**config.mk**
```make
export PLATFORM = sky130hd
export DESIGN_NAME = sync_fwft_fifo
export DESIGN_NICKNAME = d
export VERILOG_FILES = /design/src/rtl/sync_fwft_fifo.sv
export SDC_FILE = /design/constraint.sdc
export NUM_CORES = 1
export LEC_CHECK = 0
export CAP_MARGIN = 20
export CORE_MARGIN = 2
export CORE_UTILIZATION = 55
export CTS_CLUSTER_DIAMETER = 60
export CTS_CLUSTER_SIZE = 28
export DETAILED_ROUTE_END_ITERATION = 8
export MAX_ROUTING_LAYER = met4
export PLACE_DENSITY_LB_ADDON = 0.3
export REMOVE_ABC_BUFFERS = 1
export SKIP_LAST_GASP = 1
export SYNTH_ARGS = -nofsm -noshare
export SYNTH_HDL_FRONTEND = slang
export SYNTH_SLANG_ARGS = --single-unit
```
**constraint.sdc**
```tcl
create_clock -name clk -period 6.3 [get_ports clk]
set_input_delay 0.63 -clock clk [delete_from_list [all_inputs] [get_ports clk]]
set_output_delay 0.63 -clock clk [all_outputs]
set_load 0.02 [all_outputs]
```
**src/rtl/sync_fwft_fifo.sv**
```systemverilog
// Single-clock first-word-fall-through FIFO; the head word is always visible on data_out.
// Optional sticky overflow/underflow flags are added when FIFO_ERR_FLAGS_EN is defined.
module sync_fwft_fifo #(
    parameter int DATA_WIDTH = 64,
    parameter int DEPTH      = 16
) (
    input  logic                  clk,
    input  logic                  rst,
    input  logic                  w_enable,
    input  logic                  r_enable,
    input  logic [DATA_WIDTH-1:0] data_in,
    output logic [DATA_WIDTH-1:0] data_out,
    output logic                  full,
`ifdef FIFO_ERR_FLAGS_EN
    output logic                  overflow,
    output logic                  underflow,
`endif
    output logic                  empty
);

    localparam int PW = (DEPTH > 1) ? $clog2(DEPTH) : 1;
    localparam int CW = $clog2(DEPTH + 1);

    localparam logic [PW-1:0] PTR_LAST = PW'(DEPTH - 1);
    localparam logic [CW-1:0] CNT_FULL = CW'(DEPTH);

    logic [DATA_WIDTH-1:0] r_mem [DEPTH];
    logic [PW-1:0]         r_wptr;
    logic [PW-1:0]         r_rptr;
    logic [CW-1:0]         r_cnt;

    logic                  w_full;
    logic                  w_empty;
    logic                  w_we;
    logic                  w_re;
    logic [PW-1:0]         w_wptr_nxt;
    logic [PW-1:0]         w_rptr_nxt;

    // Flags decode registered occupancy only, so they never depend on same-cycle enables.
    assign w_full  = (r_cnt == CNT_FULL);
    assign w_empty = (r_cnt == '0);
    assign w_we    = w_enable && !w_full;
    assign w_re    = r_enable && !w_empty;

    // Explicit wrap keeps non-power-of-two depths correct.
    assign w_wptr_nxt = (r_wptr == PTR_LAST) ? '0 : r_wptr + 1'b1;
    assign w_rptr_nxt = (r_rptr == PTR_LAST) ? '0 : r_rptr + 1'b1;

    always_ff @(posedge clk) begin
        if (w_we) begin
            r_mem[r_wptr] <= data_in;
        end
    end

    always_ff @(posedge clk) begin
        if (rst) begin
            r_wptr <= '0;
            r_rptr <= '0;
            r_cnt  <= '0;
        end else begin
            if (w_we) begin
                r_wptr <= w_wptr_nxt;
            end
            if (w_re) begin
                r_rptr <= w_rptr_nxt;
            end
            if (w_we && !w_re) begin
                r_cnt <= r_cnt + 1'b1;
            end else if (w_re && !w_we) begin
                r_cnt <= r_cnt - 1'b1;
            end
        end
    end

    assign full     = w_full;
    assign empty    = w_empty;
    assign data_out = w_empty ? '0 : r_mem[r_rptr];

`ifdef FIFO_ERR_FLAGS_EN
    logic r_overflow;
    logic r_underflow;

    always_ff @(posedge clk) begin
        if (rst) begin
            r_overflow  <= 1'b0;
            r_underflow <= 1'b0;
        end else begin
            if (w_enable && w_full) begin
                r_overflow <= 1'b1;
            end
            if (r_enable && w_empty) begin
                r_underflow <= 1'b1;
            end
        end
    end

    assign overflow  = r_overflow;
    assign underflow = r_underflow;
`endif

endmodule

```
# [Word-level counts from Yosys, hierarchy flattened]
# Memory sizes are Yosys's and may differ from the RTL's. A register that Yosys moved wholly into a read port is not among the register bits.
# Index checks and enable logic that the tools add are counted.
[classes] add_sub_neg=4 eq_ne=3 muxes=9 n_reduce_logical=10
[ops] op="2-to-1 mux 64 bit" n=1
[ops] op="2-to-1 mux 4 bit" n=4
[ops] op="2-to-1 mux 5 bit" n=2
[ops] op="adder 4 x 1 -> 4 bit, second input constant" n=2
[ops] op="== test 4 bit, second input constant" n=2
[ops] op="adder 5 x 1 -> 5 bit, second input constant" n=1
[ops] op="== test 5 bit, second input constant" n=1
[ops] op="logical NOT 5 bit" n=1
[ops] op="subtractor 5 x 1 -> 5 bit, second input constant" n=1
[ops] op="logical AND 1 bit" n=4
[ops] op="logical NOT 1 bit" n=4
[ops] op="2-to-1 mux 1 bit" n=2
[ops] op="nonzero test 2 bit" n=1
[totals] register_bits=13 ramBits=1024 in_bits=68 output_inout_bits=66 elab_cells=30 mem_count=1
[mem_list] memory="r_mem" depth=16 width=64 read_ports=1 rd_ports_with_merged_regs=1 wr=1 line="27" rtl="logic [DATA_WIDTH-1:0] r_mem [DEPTH];"

# [Longest topological paths before layout]
# Gate-level depths: netlist of run 1.
[logic_depth] word_depth=7 depth_mapped=11 ltp_nobuf=10

# [Worst setup path after synthesis of run 1]
# OpenSTA, ideal clock, no wires.
[synth_timing] path_type="input to register" startpoint="in w_enable" endpoint="mem r_mem[0][0] (enable)" setup_time_ps=565 arrival_time_ps=5326 required_time_ps=5735 slack_ps=409 cell_stages=4 path_buffers=0 path_cell_list="o21ai_0 -> clkinv_1 -> nand2_1 -> nor3_1"
[synth_between] elab_chain_len=3
[synth_lines] item="from (decl)" line="9" rtl="input logic w_enable,"
[synth_lines] item="logical AND 1 bit" line="42" rtl="assign w_we = w_enable && !w_full;"
[synth_lines] item="net w_we" line="34" rtl="logic w_we;"
[synth_lines] item="2-to-1 mux 1 bit" line="50" rtl="if (w_we) begin"
[synth_lines] item="2-to-1 mux 1 bit (not written as such)" line="51" rtl="r_mem[r_wptr] <= data_in;"
[synth_lines] item="to (decl)" line="27"
# The timed path passes the listed nets, and every way through them passes these cells.

==> impl_metrics.env, run 1 <==
export IMPL_worst_setup_path_end_kind="output pin"
export IMPL_hpwlAfterDp_um=41400
export IMPL_final_nets=1903
export IMPL_clock_sinks=1041
export IMPL_ios=134
export IMPL_postCtsHoldBufs=0
export IMPL_crit_path_start_kind="register"
export IMPL_cts_tree="built"
export IMPL_ys_seq_elements=1041
export IMPL_layout_drive_gt1_share_pct=25.7
export IMPL_crit_chain="buf_4 > mux4_2 > mux2_2 > a221o_1 > clkdlybuf4s50_1"
export IMPL_drt_pass1_iterations=7
export IMPL_grt_max_degree=122
export IMPL_dpl_cell_area_mm2=0.0424
export IMPL_grt_total_usage_pct=22.8
export IMPL_post_route_period_util_pct=75.8
export IMPL_setup_viol=0
export IMPL_cp_top_family="buffers and inverters"
export IMPL_clk_latency_ps=630
export IMPL_maxSlewHeadroom_pct=27.6
export IMPL_die_x_um=273
export IMPL_power_frac_clock_pct=27.1
export IMPL_synth_main_ff_cell="edfxtp_1"
export IMPL_cts_root_buf="clkbuf_16"
export IMPL_ys_async_sr_fraction_pct=0
export IMPL_cts_buffer_depth=3
export IMPL_via_per_inst=6.28
export IMPL_power_internal_mw=11.4
export IMPL_worst_slack_ps=1520
export IMPL_vias=17761
export IMPL_post_cts_buffers=0
export IMPL_power_leakage_nw=13.3
export IMPL_crit_required_ps=5670
export IMPL_crit_type="register to output pin"
export IMPL_grt_pass1_wl_um=120000
export IMPL_combPwrFrac_pct=22.2
export IMPL_antenna_found_initial=9
export IMPL_drc_errors=0
export IMPL_cap_viol_max_count=0
export IMPL_switchingPower_mw=4.16
export IMPL_start_util_pct=55.6
export IMPL_ir_drop_mv=0.361
export IMPL_row_count=98
export IMPL_critPathMaxStageDelay_ps=980
export IMPL_hold_class="register to register"
export IMPL_die_h_um=273
export IMPL_arrival_ps=4150
export IMPL_sequentialPowerShare_pct=50.7
export IMPL_area_growth_pct=11.8
export IMPL_final_util_pct=62.2
export IMPL_tightest_slew_ps=1080
export IMPL_io_buffers=133
export IMPL_place_ws_ps=2170
export IMPL_synth_edf_count=1024
export IMPL_rsz0062_at_grt="false"
export IMPL_ant_nets=0
export IMPL_ctsHtreeMaxLevel=2
export IMPL_syn_avg_cell_area_um2=23.6
export IMPL_die_area_mm2=0.0745
export IMPL_crit_path_max_fanout=61
export IMPL_wl_per_cell_um=28.6
export IMPL_core_area_mm2=0.0715
export IMPL_multi_input_area_mm2=0.00829
export IMPL_slew_violations=0
export IMPL_ctsResizeCount=0
export IMPL_fin_area_mm2=0.0445
export IMPL_swShare_pct=26.7
export IMPL_final_hold_violation_count=0
export IMPL_fill_cells=4642
export IMPL_tns_ps=0
export IMPL_status="completed"
export IMPL_p_per_area_mw_per_mm2=351
export IMPL_fmax_mhz=209
export IMPL_overflow=0
export IMPL_fin_worst_skew_ps=14.6
export IMPL_seq_area_mm2=0.0311
export IMPL_drtIter0Drc=1913
export IMPL_syn_area_mm2=0.0398
export IMPL_cp_num_buf_inv=2
export IMPL_wirelength_um=80900
export IMPL_ys_types=41
export IMPL_yosys_warnings=0
export IMPL_netlist_instances=1684
export IMPL_fin_crit_ps=4780
export IMPL_cts_inserted_buffers=56
export IMPL_place_congestion=0.738
export IMPL_yosysSeqAreaShare_pct=78.2
export IMPL_clk_pin_slew_worst_paths_ps=100
export IMPL_grt_pass1_vias=18264
export IMPL_r2r_slack_ps=2640
export IMPL_cpMaxStageDelayCell="dfxtp_4"
[synthesized netlist by cell type (2+ instances only)]
library cell	instances	area share [%]
nor3_1	4	0.050
buf_4	9	0.17
nand3b_1	4	0.076
nor2b_1	61	0.96
o211ai_1	2	0.038
o31ai_1	2	0.038
and2b_1	2	0.038
or4_1	2	0.038
mux4_2	254	14
a31oi_1	2	0.031
dfxtp_1	17	0.86
xor2_1	4	0.088
mux2_2	65	1.8
nand2b_1	2	0.031
inv_1	6	0.057
buf_2	44	0.55
ha_1	10	0.31
a21oi_1	8	0.10
o21ai_0	3	0.038
buf_1	5	0.047
a221o_1	63	1.6
nand3_1	2	0.025
clkbuf_1	24	0.23
buf_6	8	0.23
nand2_1	9	0.085
nor2_1	28	0.26
edfxtp_1	1024	77
mux2i_1	7	0.18
[cells by family (layout without fill, tap and decap cells)]
| family | Yosys count | after routing | synth area share (%) |
|---|---|---|---|
| flip-flops | 1041 | 1041 | 78.2 |
| multiplexers | 326 | 326 | 16.4 |
| AND/OR/NAND/NOR | 118 | 118 | 1.69 |
| buffers and inverters | 97 | 281 | 1.29 |
| AO/OA/AOI/OAI | 86 | 86 | 1.98 |
| adder cells (fa/ha/maj) | 11 | 11 | 0.365 |
| XOR/XNOR | 5 | 5 | 0.110 |
| other | 0 | 10 | 0 |
[cells in the final DEF (no fill, tap or decap), types with 3 or more instances in the layout]
cell type,instances
a21oi_1,8
a221o_1,63
buf_12,15
buf_4,22
bufinv_16,3
clkbuf_1,3
clkbuf_16,57
clkdlybuf4s50_1,133
clkinv_4,6
clkinv_8,8
dfxtp_1,14
dfxtp_4,3
diode_2,10
edfxtp_1,1024
ha_1,10
inv_1,6
inv_12,3
inv_6,8
inv_8,8
mux2_2,65
mux2i_1,7
mux4_2,254
nand2_1,9
nand3b_1,4
nor2_1,15
nor2_4,13
nor2b_1,61
nor3_2,4
o21ai_0,3
xor2_1,4
[layout make-up]
cell class | instances | area share, %
diodes | 10 | 0.0563
clock buffers | 61 | 3.26
clock inverters | 41 | 1.18
inverters | 7 | 0.0591
multi-input cells | 546 | 18.7
flip-flops and latches | 1041 | 70.0
well taps | 950 | 2.67
repair buffers | 172 | 4.16
[worst paths after layout]
| check | from | to | cells after the start |
|---|---|---|---|
| worst max register to register | r_cnt[0] | r_cnt[4] | 10 |
| worst min register to register | r_rptr[0] | register | 2 |
| worst max-delay path | register | data_out[20] | 5 |
| worst min-delay path | r_rptr[0] | register | 2 |
[routing by layer]
layer / GRT usage, % / up-vias / share of wire (%)
met3: 4.04 / 107 / 6.9
met5: - / - / 0
li1: - / 7459 / -
met4: 5.47 / 0 / 2.1
met1: 31.6 / 9547 / 41
met2: 35.9 / 648 / 50
[power by group through the flow]
stage,Combinational [mW],Clock [mW],Sequential (mW)
5_1_grt,3.68,4.55,7.92
6_report,3.46,4.23,7.90
3_3_place_gp,3.47,0,8.05
3_5_place_dp,3.50,0,8.06
4_1_cts,3.52,4.32,7.90
2_1_floorplan,2.44,0,8.32
[metrics by stage]
| stage | hold WS (ps) | power, mW | instances |
|---|---|---|---|
| after floorplan | 465 | 10.8 | 1594 |
| after global placement | 476 | 11.5 | 2713 |
| after detailed placement | 515 | 11.6 | 2714 |
| after CTS | 534 | 15.7 | 2816 |
| after global routing | 549 | 16.1 | 2827 |
| final | 528 | 15.6 | 2828 |
[worst register-to-register path: stages (launching register included)]
cell      delay (ps)
dfxtp_1          360
or4_1            760
o21ai_0          460
clkinv_1         350
ha_1             350
inv_1            160
ha_1             300
a21oi_1          200
a211oi_1         100
a31oi_1          180
mux2_2           350
[registers in the layout (all words and copies together) (netlist names), named ones only]
name and flops:
r_cnt 5, r_mem 1024, r_wptr 4, r_rptr 4
Note: power is estimated with default switching activity, not from simulation.
==> inputs of run 2 (changes only) <==
- CORE_UTILIZATION: 55 -> 61
- clock period: 6.3 -> 4.5 ns (I/O delays scaled with it)
==> run 2 against run 1 <==
Against the previous run: hold slack lost 7.9 ps; total power rose by 41%; first-iteration DRC count increased by 14%; die area is 9.7% lower; final cell count shrank 3.3%; combinational power up 41%; sequential share of layout area shrank 0.094 points; clock skew is 16 ps higher; global-route usage increased by 3.4 points; critical path depth unchanged; largest power group unchanged; final area is 0.13% higher; non-clock buffer count is 7 higher.
==> impl_metrics.env, run 2 (synthesis gave the netlist of run 1 again) <==
export IMPL_status="completed"
export IMPL_ios=134
export IMPL_layout_drive_gt1_share_pct=25.8
export IMPL_power_leakage_nw=13.3
export IMPL_area_growth_pct=11.9
export IMPL_arrival_ps=3780
export IMPL_crit_path_max_fanout=41
export IMPL_postCtsHoldBufs=0
export IMPL_via_per_inst=6.64
export IMPL_maxSlewHeadroom_pct=24.9
export IMPL_crit_type="register to output pin"
export IMPL_final_instance_count_excl_fill=2734
export IMPL_row_count=93
export IMPL_worst_setup_path_end_kind="output pin"
export IMPL_cts_inserted_buffers=54
export IMPL_clk_latency_ps=650
export IMPL_place_ws_ps=918
export IMPL_power_internal_mw=16.0
export IMPL_overflow=0
export IMPL_die_area_mm2=0.0673
export IMPL_grt_total_usage_pct=26.2
export IMPL_rsz0062_at_grt="false"
export IMPL_grt_pass1_wl_um=123000
export IMPL_drtIter0Drc=2189
export IMPL_ir_drop_mv=0.435
export IMPL_hpwlAfterDp_um=41100
export IMPL_slew_violations=0
export IMPL_combPwrFrac_pct=22.3
export IMPL_grt_pass1_vias=18850
export IMPL_worst_slack_ps=269
export IMPL_power_frac_clock_pct=26.8
export IMPL_grt_max_degree=65
export IMPL_setup_viol=0
export IMPL_ctsHtreeMaxLevel=2
export IMPL_io_buffers=133
export IMPL_antenna_found_initial=7
export IMPL_largest_reg_flops=1024
export IMPL_drc_errors=0
export IMPL_cts_root_buf="clkbuf_16"
export IMPL_crit_required_ps=4050
export IMPL_regMostFlops="r_mem"
export IMPL_start_util_pct=61.7
export IMPL_clk_pin_slew_worst_paths_ps=100
export IMPL_fin_crit_ps=4230
export IMPL_wl_per_cell_um=30.5
export IMPL_cts_tree="built"
export IMPL_core_area_mm2=0.0645
export IMPL_multi_input_area_mm2=0.00829
export IMPL_ctsResizeCount=0
export IMPL_vias=18155
export IMPL_fmax_mhz=236
export IMPL_cap_viol_max_count=0
export IMPL_seq_area_mm2=0.0311
export IMPL_crit_path_start_kind="register"
export IMPL_tightest_slew_ps=1120
export IMPL_final_nets=1908
export IMPL_fin_worst_skew_ps=30.8
export IMPL_wirelength_um=83500
export IMPL_die_x_um=259
export IMPL_post_route_period_util_pct=94.0
export IMPL_sequentialPowerShare_pct=50.9
export IMPL_drt_pass1_iterations=7
export IMPL_switchingPower_mw=5.85
export IMPL_final_cell_mix="edfxtp_1, mux4_2, clkdlybuf4s50_1"
export IMPL_fill_cells=3791
export IMPL_clock_sinks=1041
export IMPL_cts_buffer_depth=3
export IMPL_place_congestion=0.744
export IMPL_die_h_um=259
export IMPL_reg_largest_list="r_mem x1024, r_cnt x5"
export IMPL_final_common_cell="edfxtp_1"
export IMPL_placed_cells=2628
export IMPL_ant_nets=0
export IMPL_hold_class="register to register"
export IMPL_swShare_pct=26.7
export IMPL_final_hold_violation_count=0
export IMPL_post_cts_buffers=0
export IMPL_p_per_area_mw_per_mm2=492
-- run 2: cell count changes in the layout (fill, tap and decap cells not counted), moves of 3 or more --
cell,change
inv_8,-5
buf_4,-7
buf_12,+16
inv_12,-3
-- run 2: critical path: stages (launching register included) --
cell             delay [ps]
dfxtp_4                 950
buf_4                   400
mux4_2                  540
mux2_2                  300
a221o_1                 370
clkdlybuf4s50_1         570
-- run 2: metrics by stage --
stage	TNS [ps]	power, mW	hold WS [ps]	utilization [%]	area (um^2)
4_1_cts	0	22.1	525	69.0	44500
5_1_grt	0	22.6	554	69.1	44500
3_5_place_dp	0	16.3	506	66.0	42600
3_3_place_gp	0	16.2	484	66.0	42500
6_report	0	21.9	520	69.1	44500
2_1_floorplan	-728410	15.1	465	-	39300
-- run 2: layer usage --
layer  global-route usage [%]  wire length (um)
met2                     42.7             42800
met4                     5.44              1560
met3                     4.02              6300
met1                     35.8             32900
met5                        -                 0
-- run 2: power groups by stage --
stage,Clock (mW),Combinational [mW],Sequential [mW]
2_1_floorplan,0,3.42,11.6
3_3_place_gp,0,4.86,11.4
3_5_place_dp,0,4.90,11.4
4_1_cts,5.96,4.94,11.2
5_1_grt,6.25,5.15,11.2
6_report,5.87,4.88,11.2
-- run 2: final timing paths --
kind | startpoint | to | slack (ps) | depth (start not counted)
hold / removal | r_cnt[3] | r_cnt[3] | 520 | 2
setup reg to reg | r_cnt[0] | r_cnt[4] | 970 | 10
hold reg to reg | r_cnt[3] | r_cnt[3] | 520 | 2
setup / recovery | register | data_out[52] | 270 | 5
-- run 2: final cells by class --
cell class	instances	share of cell area, %
diodes	8	0.0450
clock buffers	59	3.22
clock inverters	39	1.15
inverters	7	0.0590
multi-input cells	546	18.6
flip-flops and latches	1041	69.9
well taps	855	2.40
repair buffers	179	4.64
==> inputs of run 3 (changes only) <==
- GPL_TIMING_DRIVEN: default -> 0
==> run 3 against run 2 <==
Against the previous run: sequential share of layout area is 2.0 points lower; core utilization is 2.0 points higher; final area is 2.9% higher; final cell count is 2.0% higher; critical endpoint is now data_out[2].
==> impl_metrics.env, run 3 (synthesis gave the netlist of run 1 again) <==
export IMPL_drt_pass1_iterations=5
export IMPL_crit_path_start_kind="register"
export IMPL_drtIter0Drc=2572
export IMPL_ant_nets=0
export IMPL_clock_sinks=1041
export IMPL_cts_buffer_depth=3
export IMPL_tightest_slew_ps=968
export IMPL_final_nets=1970
export IMPL_arrival_ps=3870
export IMPL_die_x_um=259
export IMPL_crit_type="register to output pin"
export IMPL_slew_violations=0
export IMPL_fin_worst_skew_ps=23.5
export IMPL_dpl_cell_area_mm2=0.0439
export IMPL_clk_latency_ps=660
export IMPL_row_count=93
export IMPL_worst_r2r_cell_count=10
export IMPL_cts_tree="built"
export IMPL_crit_required_ps=4050
export IMPL_maxSlewHeadroom_pct=35.1
export IMPL_drc_errors=0
export IMPL_vias=18679
export IMPL_place_congestion=0.739
export IMPL_post_route_period_util_pct=96.1
export IMPL_die_h_um=259
export IMPL_power_leakage_nw=13.9
export IMPL_hold_worst_slack_ps=512
export IMPL_fin_crit_ps=4320
export IMPL_hold_class="register to register"
export IMPL_grt_pass1_vias=19236
export IMPL_clk_pin_slew_worst_paths_ps=90
export IMPL_fin_area_mm2=0.0458
export IMPL_rsz0062_at_grt="false"
export IMPL_setup_viol=0
export IMPL_final_util_pct=71.1
export IMPL_grt_total_usage_pct=27.4
export IMPL_ctsHtreeMaxLevel=2
export IMPL_worstReg2RegEnd="r_cnt[4]"
export IMPL_cts_root_buf="clkbuf_16"
export IMPL_overflow=0
export IMPL_wirelength_um=87400
export IMPL_regMostFlops="r_mem"
export IMPL_reg_largest_list="r_mem x1024, r_cnt x5"
export IMPL_ir_drop_mv=0.542
export IMPL_cap_viol_max_count=0
export IMPL_core_area_mm2=0.0645
export IMPL_worst_setup_path_end_kind="output pin"
export IMPL_layout_drive_gt1_share_pct=28.2
export IMPL_final_common_cell="edfxtp_1"
export IMPL_final_hold_violation_count=0
export IMPL_grt_pass1_wl_um=128000
export IMPL_io_buffers=133
export IMPL_r2r_slack_ps=920
export IMPL_largest_reg_flops=1024
export IMPL_cts_inserted_buffers=53
export IMPL_crit_path_max_fanout=14
export IMPL_hpwlAfterDp_um=53300
export IMPL_start_util_pct=61.7
export IMPL_critPathCapture="data_out[2]"
export IMPL_wl_per_cell_um=31.3
export IMPL_die_area_mm2=0.0673
export IMPL_regToRegStartpoint="r_cnt[0]"
export IMPL_ios=134
export IMPL_cp_startpoint="r_cnt[0]"
export IMPL_via_per_inst=6.70
export IMPL_antenna_found_initial=6
export IMPL_final_cell_mix="edfxtp_1, mux4_2, clkdlybuf4s50_1"
export IMPL_area_growth_pct=15.2
export IMPL_status="completed"
export IMPL_grt_max_degree=56
export IMPL_p_total_mw=22.0
export IMPL_postCtsHoldBufs=0
export IMPL_p_per_area_mw_per_mm2=480
export IMPL_fmax_mhz=231
==> run 3: cell types whose count changed in the layout (fill, tap and decap cells not counted), moves of 3 or more <==
cell | previous run | this run
buf_6 | 0 | 30
buf_4 | 15 | 4
buf_16 | 0 | 38
inv_8 | 3 | 7
buf_8 | 0 | 10
buf_12 | 31 | 27
inv_12 | 0 | 3
inv_16 | 3 | 0
==> run 3: where the power goes <==
group	switching (mW)	leakage [nW]	total, mW	internal, mW
combinational	2.56	3.63	5.18	2.63
clock	3.17	0.899	5.78	2.61
sequential	0.115	9.39	11.0	10.9
==> run 3: area by class of cell <==
class	instances	area, um^2
timing repair buffer	242	3440
multi-input combinational	546	8290
antenna	6	15.0
clock inverter	37	494
sequential	1041	31100
tap	855	1070
inverter	7	26.3
fill	3580	18700
clock buffer	55	1380
==> run 3: worst max-delay path, stage by stage (launching register included) <==
cell and delay (ps):
dfxtp_1 350, or4_1 760, o211ai_4 770, buf_16 250, buf_16 170, nor2b_1 60, a221o_1 310, clkdlybuf4s50_1 550
==> run 3: layer usage <==
| metal | global-route usage [%] | vias to the layer above | part of all wire (%) |
|---|---|---|---|
| li1 | - | 7597 | - |
| met1 | 40.0 | 9940 | 40 |
| met3 | 4.52 | 118 | 9.1 |
| met4 | 5.73 | 0 | 1.8 |
| met5 | - | - | 0 |
| met2 | 42.1 | 1024 | 50 |
==> run 3: how the worst min path moves through the flow <==
stage	startpoint	endpoint	cells past startpoint
detailed placement	r_rptr[0]	register	2
CTS	r_rptr[0]	register	2
global placement	r_rptr[3]	r_rptr[3]	2
finish	r_rptr[0]	register	2
global route	r_rptr[0]	register	2
floorplan	r_rptr[3]	register	2
==> run 3: timing repair <==
action	in CTS	in global routing
buffers inserted	1	1
pin swaps	0	0
resized for setup	0	0
hold endpoints to repair	0	0
setup endpoints to repair	12	8
==> run 3: metrics by stage <==
step / worst slack [ps] / std cells / setup TNS [ps]
2_1_floorplan: -5430 / 1594 / -728410
3_3_place_gp: -10650 / 2582 / -5397070
3_5_place_dp: 642 / 2689 / 0
4_1_cts: 0.877 / 2782 / 0
5_1_grt: 64.1 / 2789 / 0
6_report: 177 / 2789 / 0
